--- src/rtl/ped_signal_ctrl.sv ---
// Pedestrian crossing controller: grants one walk/flash crossing per vehicle red phase
// when a synchronized push-button request is pending, aborting if red is lost early.
module ped_signal_ctrl #(
   parameter int unsigned WALK_TIME  = 8,
   parameter int unsigned FLASH_TIME = 6
) (
   input  logic       clk,
   input  logic       reset,
   input  logic       veh_red,
   input  logic       veh_yellow,
   input  logic       veh_green,
   input  logic       btn,
   output logic       walk,
   output logic       dont_walk,
   output logic       req_pending,
   output logic [4:0] countdown,
   output logic       aborted
);

   typedef enum logic [2:0] {
      StIdle,
      StWaitRed,
      StWalk,
      StFlash,
      StClear
   } state_e;

   localparam logic [4:0] WalkLoad  = 5'(WALK_TIME - 1);
   localparam logic [4:0] FlashLoad = 5'(FLASH_TIME - 1);

   state_e     state_q, state_d;
   logic [4:0] cnt_q, cnt_d;
   logic       flash_on_q, flash_on_d;
   logic       aborted_q, aborted_d;
   logic       req_q, req_d;
   logic       red_only_q;
   logic       s1_q, s2_q, s3_q;

   logic       red_only;
   logic       red_start;
   logic       press;
   logic       req_clear;

   // Illegal lamp combinations are treated as "not safe to cross".
   assign red_only  = veh_red & ~veh_yellow & ~veh_green;
   assign red_start = red_only & ~red_only_q;
   assign press     = s2_q & ~s3_q;

   always_ff @(posedge clk or posedge reset) begin
      if (reset) begin
         s1_q       <= 1'b0;
         s2_q       <= 1'b0;
         s3_q       <= 1'b0;
         red_only_q <= 1'b0;
      end else begin
         s1_q       <= btn;
         s2_q       <= s1_q;
         s3_q       <= s2_q;
         red_only_q <= red_only;
      end
   end

   always_ff @(posedge clk or posedge reset) begin
      if (reset) begin
         state_q    <= StIdle;
         cnt_q      <= 5'd0;
         flash_on_q <= 1'b0;
         aborted_q  <= 1'b0;
         req_q      <= 1'b0;
      end else begin
         state_q    <= state_d;
         cnt_q      <= cnt_d;
         flash_on_q <= flash_on_d;
         aborted_q  <= aborted_d;
         req_q      <= req_d;
      end
   end

   always_comb begin
      state_d    = state_q;
      cnt_d      = cnt_q;
      flash_on_d = flash_on_q;
      aborted_d  = 1'b0;
      req_clear  = 1'b0;

      unique case (state_q)
         StIdle: begin
            if (req_q) begin
               state_d = StWaitRed;
            end
         end
         // Only a fresh red edge starts a crossing; a request raised mid-red waits.
         StWaitRed: begin
            if (red_start) begin
               state_d   = StWalk;
               cnt_d     = WalkLoad;
               req_clear = 1'b1;
            end
         end
         StWalk: begin
            if (!red_only) begin
               state_d   = StClear;
               cnt_d     = 5'd0;
               aborted_d = 1'b1;
            end else if (cnt_q == 5'd0) begin
               state_d    = StFlash;
               cnt_d      = FlashLoad;
               flash_on_d = 1'b1;
            end else begin
               cnt_d = cnt_q - 5'd1;
            end
         end
         StFlash: begin
            if (!red_only) begin
               state_d   = StClear;
               cnt_d     = 5'd0;
               aborted_d = 1'b1;
            end else if (cnt_q == 5'd0) begin
               state_d = StClear;
            end else begin
               cnt_d      = cnt_q - 5'd1;
               flash_on_d = ~flash_on_q;
            end
         end
         // Hold until red ends so at most one crossing is served per red phase.
         StClear: begin
            if (!red_only) begin
               state_d = StIdle;
            end
         end
         default: begin
            state_d = StIdle;
            cnt_d   = 5'd0;
         end
      endcase
   end

   // A press coinciding with the clear wins.
   always_comb begin
      req_d = req_q;
      if (press) begin
         req_d = 1'b1;
      end else if (req_clear) begin
         req_d = 1'b0;
      end
   end

   always_comb begin
      walk      = 1'b0;
      dont_walk = 1'b1;
      countdown = 5'd0;
      unique case (state_q)
         StWalk: begin
            walk      = 1'b1;
            dont_walk = 1'b0;
         end
         StFlash: begin
            dont_walk = flash_on_q;
            countdown = cnt_q + 5'd1;
         end
         default: begin
         end
      endcase
   end

   assign req_pending = req_q;
   assign aborted     = aborted_q;

endmodule

--- config.mk ---
export PLATFORM = sky130hd
export DESIGN_NAME = ped_signal_ctrl
export DESIGN_NICKNAME = d
export VERILOG_FILES = /design/src/rtl/ped_signal_ctrl.sv
export SDC_FILE = /design/constraint.sdc
export NUM_CORES = 1
export LEC_CHECK = 0
export CORE_UTILIZATION = 51
export CTS_CLUSTER_SIZE = 40
export DETAILED_ROUTE_END_ITERATION = 6
export GPL_ROUTABILITY_DRIVEN = 0
export GPL_TIMING_DRIVEN = 0
export PLACE_DENSITY = 0.77
export SYNTH_ARGS = -nofsm -noshare
export SYNTH_HDL_FRONTEND = slang
export SYNTH_SLANG_ARGS = --single-unit
--- constraint.sdc ---
create_clock -name clk -period 2.3 [get_ports clk]
set_clock_uncertainty 0.2 [all_clocks]
set_input_delay 0.345 -clock clk [delete_from_list [all_inputs] [get_ports clk]]
set_output_delay 0.345 -clock clk [all_outputs]
set_load 0.05 [all_outputs]
# == After elaboration in Yosys (flattened, before gate mapping) ==
# Index checks and enable logic that the tools add are counted.
# totals
regBits,15
in_bits,6
output_inout_bits,9
# op_classes
addsub,2
n_eq_ne,14
mux,28
n_bitwise,10
n_reduce_logical,9
# ops
operator,n
two-way mux 5 bit,6
two-way mux 3 bit,7
one-hot mux 5 bit (4 select lines),1
one-hot mux 3 bit (5 select lines),1
"inequality test 2 bit, second input constant",7
two-way mux 1 bit,11
AND reduction 5 bit,2
"inequality test 3 bit, second input constant",3
"== test 3 x 2 -> 1 bit, second input constant",2
NOT 1 bit,6
"adder 5 x 1 -> 5 bit, second input constant",1
zero test 5 bit,1
"subtractor 5 x 1 -> 5 bit, second input constant",1
AND 1 bit,4
one-hot mux 1 bit (2 select lines),2
nonzero test 2 bit,2
OR reduction 2 bit,2
"== test 3 x 1 -> 1 bit, second input constant",1
"== test 3 bit, second input constant",1
zero test 3 bit,1
AND reduction 3 bit,1

# == Logic depth before layout (Yosys ltp) ==
# depth
depth_word,8
depth_mapped,7
mapped_depth_nobuf,6

# == Worst setup path after synthesis ==
# OpenSTA, ideal clock, no wires.
# synth_path
path_kind,reg-to-output
start,register state_q[0]
end,output port countdown[2]
arrival_ns,1.503
slack_ns,0.252
stages_incl_launch_ff,4
n_path_buf,1
cell_sequence,dfrtp_1 > clkbuf_1 > nand2_1 > nor2_1
# synth_between
elab_chain_len,2
# synth_lines
item,line_no,text
start: declaration,31,"state_e state_q, state_d;"
start signal: assignment,65,state_q <= StIdle;
start signal: assignment,71,state_q <= state_d;
== test 3 x 2 -> 1 bit,152,unique case (state_q)
two-way mux 5 bit,152,
end: declaration,16,"output logic [4:0] countdown,"
# Every way passes these cells.

# == Worst setup path in the final report ==
# layout_path
start,register state_q[2]
end,output port countdown[0]
# Same word-level chain as after synthesis.

==> results.json <==
{
  "status": "finished clean",
  "grt_pass1_wl_microns": 3090,
  "antenna_found_initial": 0,
  "mappedNetlistNets": 108,
  "grt_pass1_vias": 697,
  "ios": 15,
  "yosys-top-cells-count": "15 x dfrtp_1, 13 x nor2_1, 6 x a21oi_1, 6 x nand2_1, 5 x inv_1",
  "min_period_ns": 2.22,
  "syn-cell-area_sq_um": 933,
  "power_density_nw_per_um2": 776,
  "setup_viol": 0,
  "r2r_cells": 6,
  "root_buffer": "clkbuf_4",
  "synth_area_leaders": "dfrtp_1 40%, nor2_1 5.2%, ha_1 4.0%, a21oi_1 3.2%, or4b_4 2.9%",
  "critPathBufInv": 1,
  "io_buffers": 14,
  "clkLatencyLatePin_ns": 0.29,
  "row_count": 15,
  "endpoint": "countdown[0]",
  "worstReg2RegEnd": "cnt_q[1]$_DFFE_PP0P_",
  "postCtsSetupBuffers": 0,
  "die_x_microns": 44.8,
  "synth_top_area_share_pct": 40.2,
  "cts_resized": 19,
  "final_util_pct": 65.1,
  "cts_tree": "yes",
  "syn_to_final_growth_pct": 20.5,
  "cp_slowest_cell": "dfrtp_1",
  "cts_buffer_depth": 2,
  "tns_ns": 0,
  "cts_made_buffers": 3,
  "avgSynthCellArea_sq_um": 9.43,
  "hpwl_microns": 1310,
  "fin_crit_sh_pct": 96.6,
  "critical_path_class": "register to output pin",
  "synthCells": 99,
  "pwr-share-seq_pct": 39.7,
  "r2r_setup_slack_ns": 0.17,
  "hp-class": "register to register",
  "synth.most_common_cell": "dfrtp_1",
  "drc": 0,
  "fin_nets": 127,
  "routed_wl_microns": 1860,
  "yosysSeqAreaShare_pct": 40.2,
  "reg2reg_from": "cnt_q[0]$_DFFE_PP0P_",
  "path_delay_family": "simple AND/OR/NAND/NOR gates",
  "leakagePower_nw": 0.531,
  "final_max_slew_viol_count": 0,
  "required_ns": 1.75,
  "timing.hold.ws_ns": 0.169,
  "initial_utilization_pct": 54.1,
  "synthFlopType": "dfrtp_1",
  "die_h_microns": 44.8,
  "p_switching_w": 0.000340,
  "synth-seq-cells": 15,
  "swShare_pct": 39.0,
  "internal_power_w": 0.000533,
  "tightest_slew_ns": 0.601,
  "core-area_sq_um": 1730,
  "crit_path_start": "state_q[2]$_DFFE_PP0P_",
  "crit_arrival_ns": 1.68,
  "max_freq_mhz": 450,
  "clock-sinks": 15,
  "drt-vias-per-instance": 5.43,
  "combinationalPowerShare_pct": 42.4,
  "dr_total_vias": 771,
  "h-tree-depth": 1,
  "crit_path_max_incr_delay_ns": 0.46,
  "synth-async-reset-ratio_pct": 100,
  "clkPwrFrac_pct": 17.9,
  "drt_iter0_drc": 17,
  "holdBufCountCts": 0,
  "multi_input_area_sq_um": 507,
  "hold_viol": 0,
  "num_antenna_cells": 0,
  "synth.largest_area_cell": "dfrtp_1",
  "crit_path_max_fanout": 8,
  "ys_types": 40,
  "synth-edff-count": 0,
  "fillers": 152,
  "grt_start_max_net_pins": 16,
  "globalRoute.totalOverflow": 0,
  "crit_path_end_kind": "output pin",
  "maxCapViolations": 0,
  "maxSlewHeadroom_pct": 59.9,
  "path_clk_slew_ns": 0.09,
  "cp_num_cells": 4,
  "grt_use_total_pct": 22.0,
  "crit_chain": "and2b_2, nand2_1, nor2_1, clkdlybuf4s18_2",
  "die_area_sq_um": 2010,
  "yosysWarnings": 0,
  "avgRoutedWirePerCell_microns": 13.1,
  "dr.pass1.iters": 4,
  "ant_nets": 0,
  "layout-drive-gt1-share_pct": 19.7,
  "ir_drop_mv": 0.482,
  "seqCellArea_sq_um": 375,
  "startpoint_type": "register"
}
cells in the final DEF (no fill, tap or decap), drive strengths merged, types with 2 or more instances in the layout:
| cell type | instances |
|---|---|
| clkbuf | 5 |
| and4 | 2 |
| nand2 | 6 |
| dfrtp | 15 |
| or4b | 2 |
| buf | 8 |
| nand3 | 3 |
| nor2 | 14 |
| nor3b | 2 |
| a21oi | 7 |
| nand2b | 3 |
| o21ai | 5 |
| dlygate4sd2 | 2 |
| inv | 5 |
| ha | 3 |
| clkdlybuf4s50 | 7 |
| xor2 | 2 |
| and3 | 3 |
| a211o | 2 |
sequential cells by signal (all words and copies together), names as in the netlist:
signal and flops:
cnt_q 5, state_q 3, aborted 1, flash_on_q 1, red_only_q 1, req_pending 1
s1_q 1, s2_q 1, s3_q 1
per-layer routing:
| layer | GRT usage [%] | vias to the layer above | share of wire (%) |
|---|---|---|---|
| li1 | - | 382 | - |
| met1 | 29.4 | 364 | 47 |
| met2 | 32.9 | 22 | 47 |
| met3 | 4.80 | 3 | 4.0 |
| met4 | 12.7 | 0 | 1.8 |
| met5 | 0 | - | 0 |
power by group through the flow:
stage	registers [W]	clock network, W	logic (W)
after global routing	0.000352	0.000173	0.000410
final	0.000346	0.000156	0.000371
after CTS	0.000346	0.000162	0.000369
after detailed placement	0.000351	0	0.000369
after floorplan	0.000355	0	0.000280
after global placement	0.000350	0	0.000362
area by class of cell:
type                       count  area share [%]
multi-input combinational     73            45.1
sequential                    15            33.4
timing repair buffer          14            11.0
buffer                         6            3.78
tap                           25            2.78
clock buffer                   4            2.34
inverter                       5            1.67
per-stage QoR:
| step | setup slack (ns) | area [sq um] | total power [W] | instances |
|---|---|---|---|---|
| 2_1_floorplan | 0.252 | 933 | 0.000635 | 99 |
| 3_3_place_gp | -0.149 | 1100 | 0.000712 | 138 |
| 3_5_place_dp | -0.145 | 1100 | 0.000720 | 138 |
| 4_1_cts | 0.00255 | 1130 | 0.000877 | 142 |
| 5_1_grt | -0.0114 | 1120 | 0.000936 | 142 |
| 6_report | 0.0780 | 1120 | 0.000873 | 142 |
logic make-up (layout without fill, tap and decap cells):
| family | Yosys count | after routing | share of synthesized area (%) |
|---|---|---|---|
| adder cells (fa/ha/maj) | 3 | 3 | 4.02 |
| AND/OR/NAND/NOR | 43 | 43 | 27.6 |
| buffers and inverters | 11 | 29 | 6.43 |
| multiplexers | 2 | 2 | 2.28 |
| flip-flops | 15 | 15 | 40.2 |
| XOR/XNOR | 3 | 3 | 2.82 |
| AO/OA/AOI/OAI | 22 | 22 | 16.6 |
worst min-delay path by stage:
| stage | from | endpoint | slack (ns) | depth (start not counted) |
|---|---|---|---|---|
| finish | s1_q$_DFF_PP0_ | s2_q$_DFF_PP0_ | 0.17 | 0 |
| global route | s1_q$_DFF_PP0_ | s2_q$_DFF_PP0_ | 0.17 | 0 |
| CTS | s1_q$_DFF_PP0_ | s2_q$_DFF_PP0_ | 0.17 | 0 |
| detailed placement | s1_q$_DFF_PP0_ | s2_q$_DFF_PP0_ | 0.14 | 0 |
| global placement | s1_q$_DFF_PP0_ | s2_q$_DFF_PP0_ | 0.15 | 0 |
| floorplan | reset | aborted$_DFF_PP0_ | 0.05 | 1 |
Power figures use the tool's default switching activity.
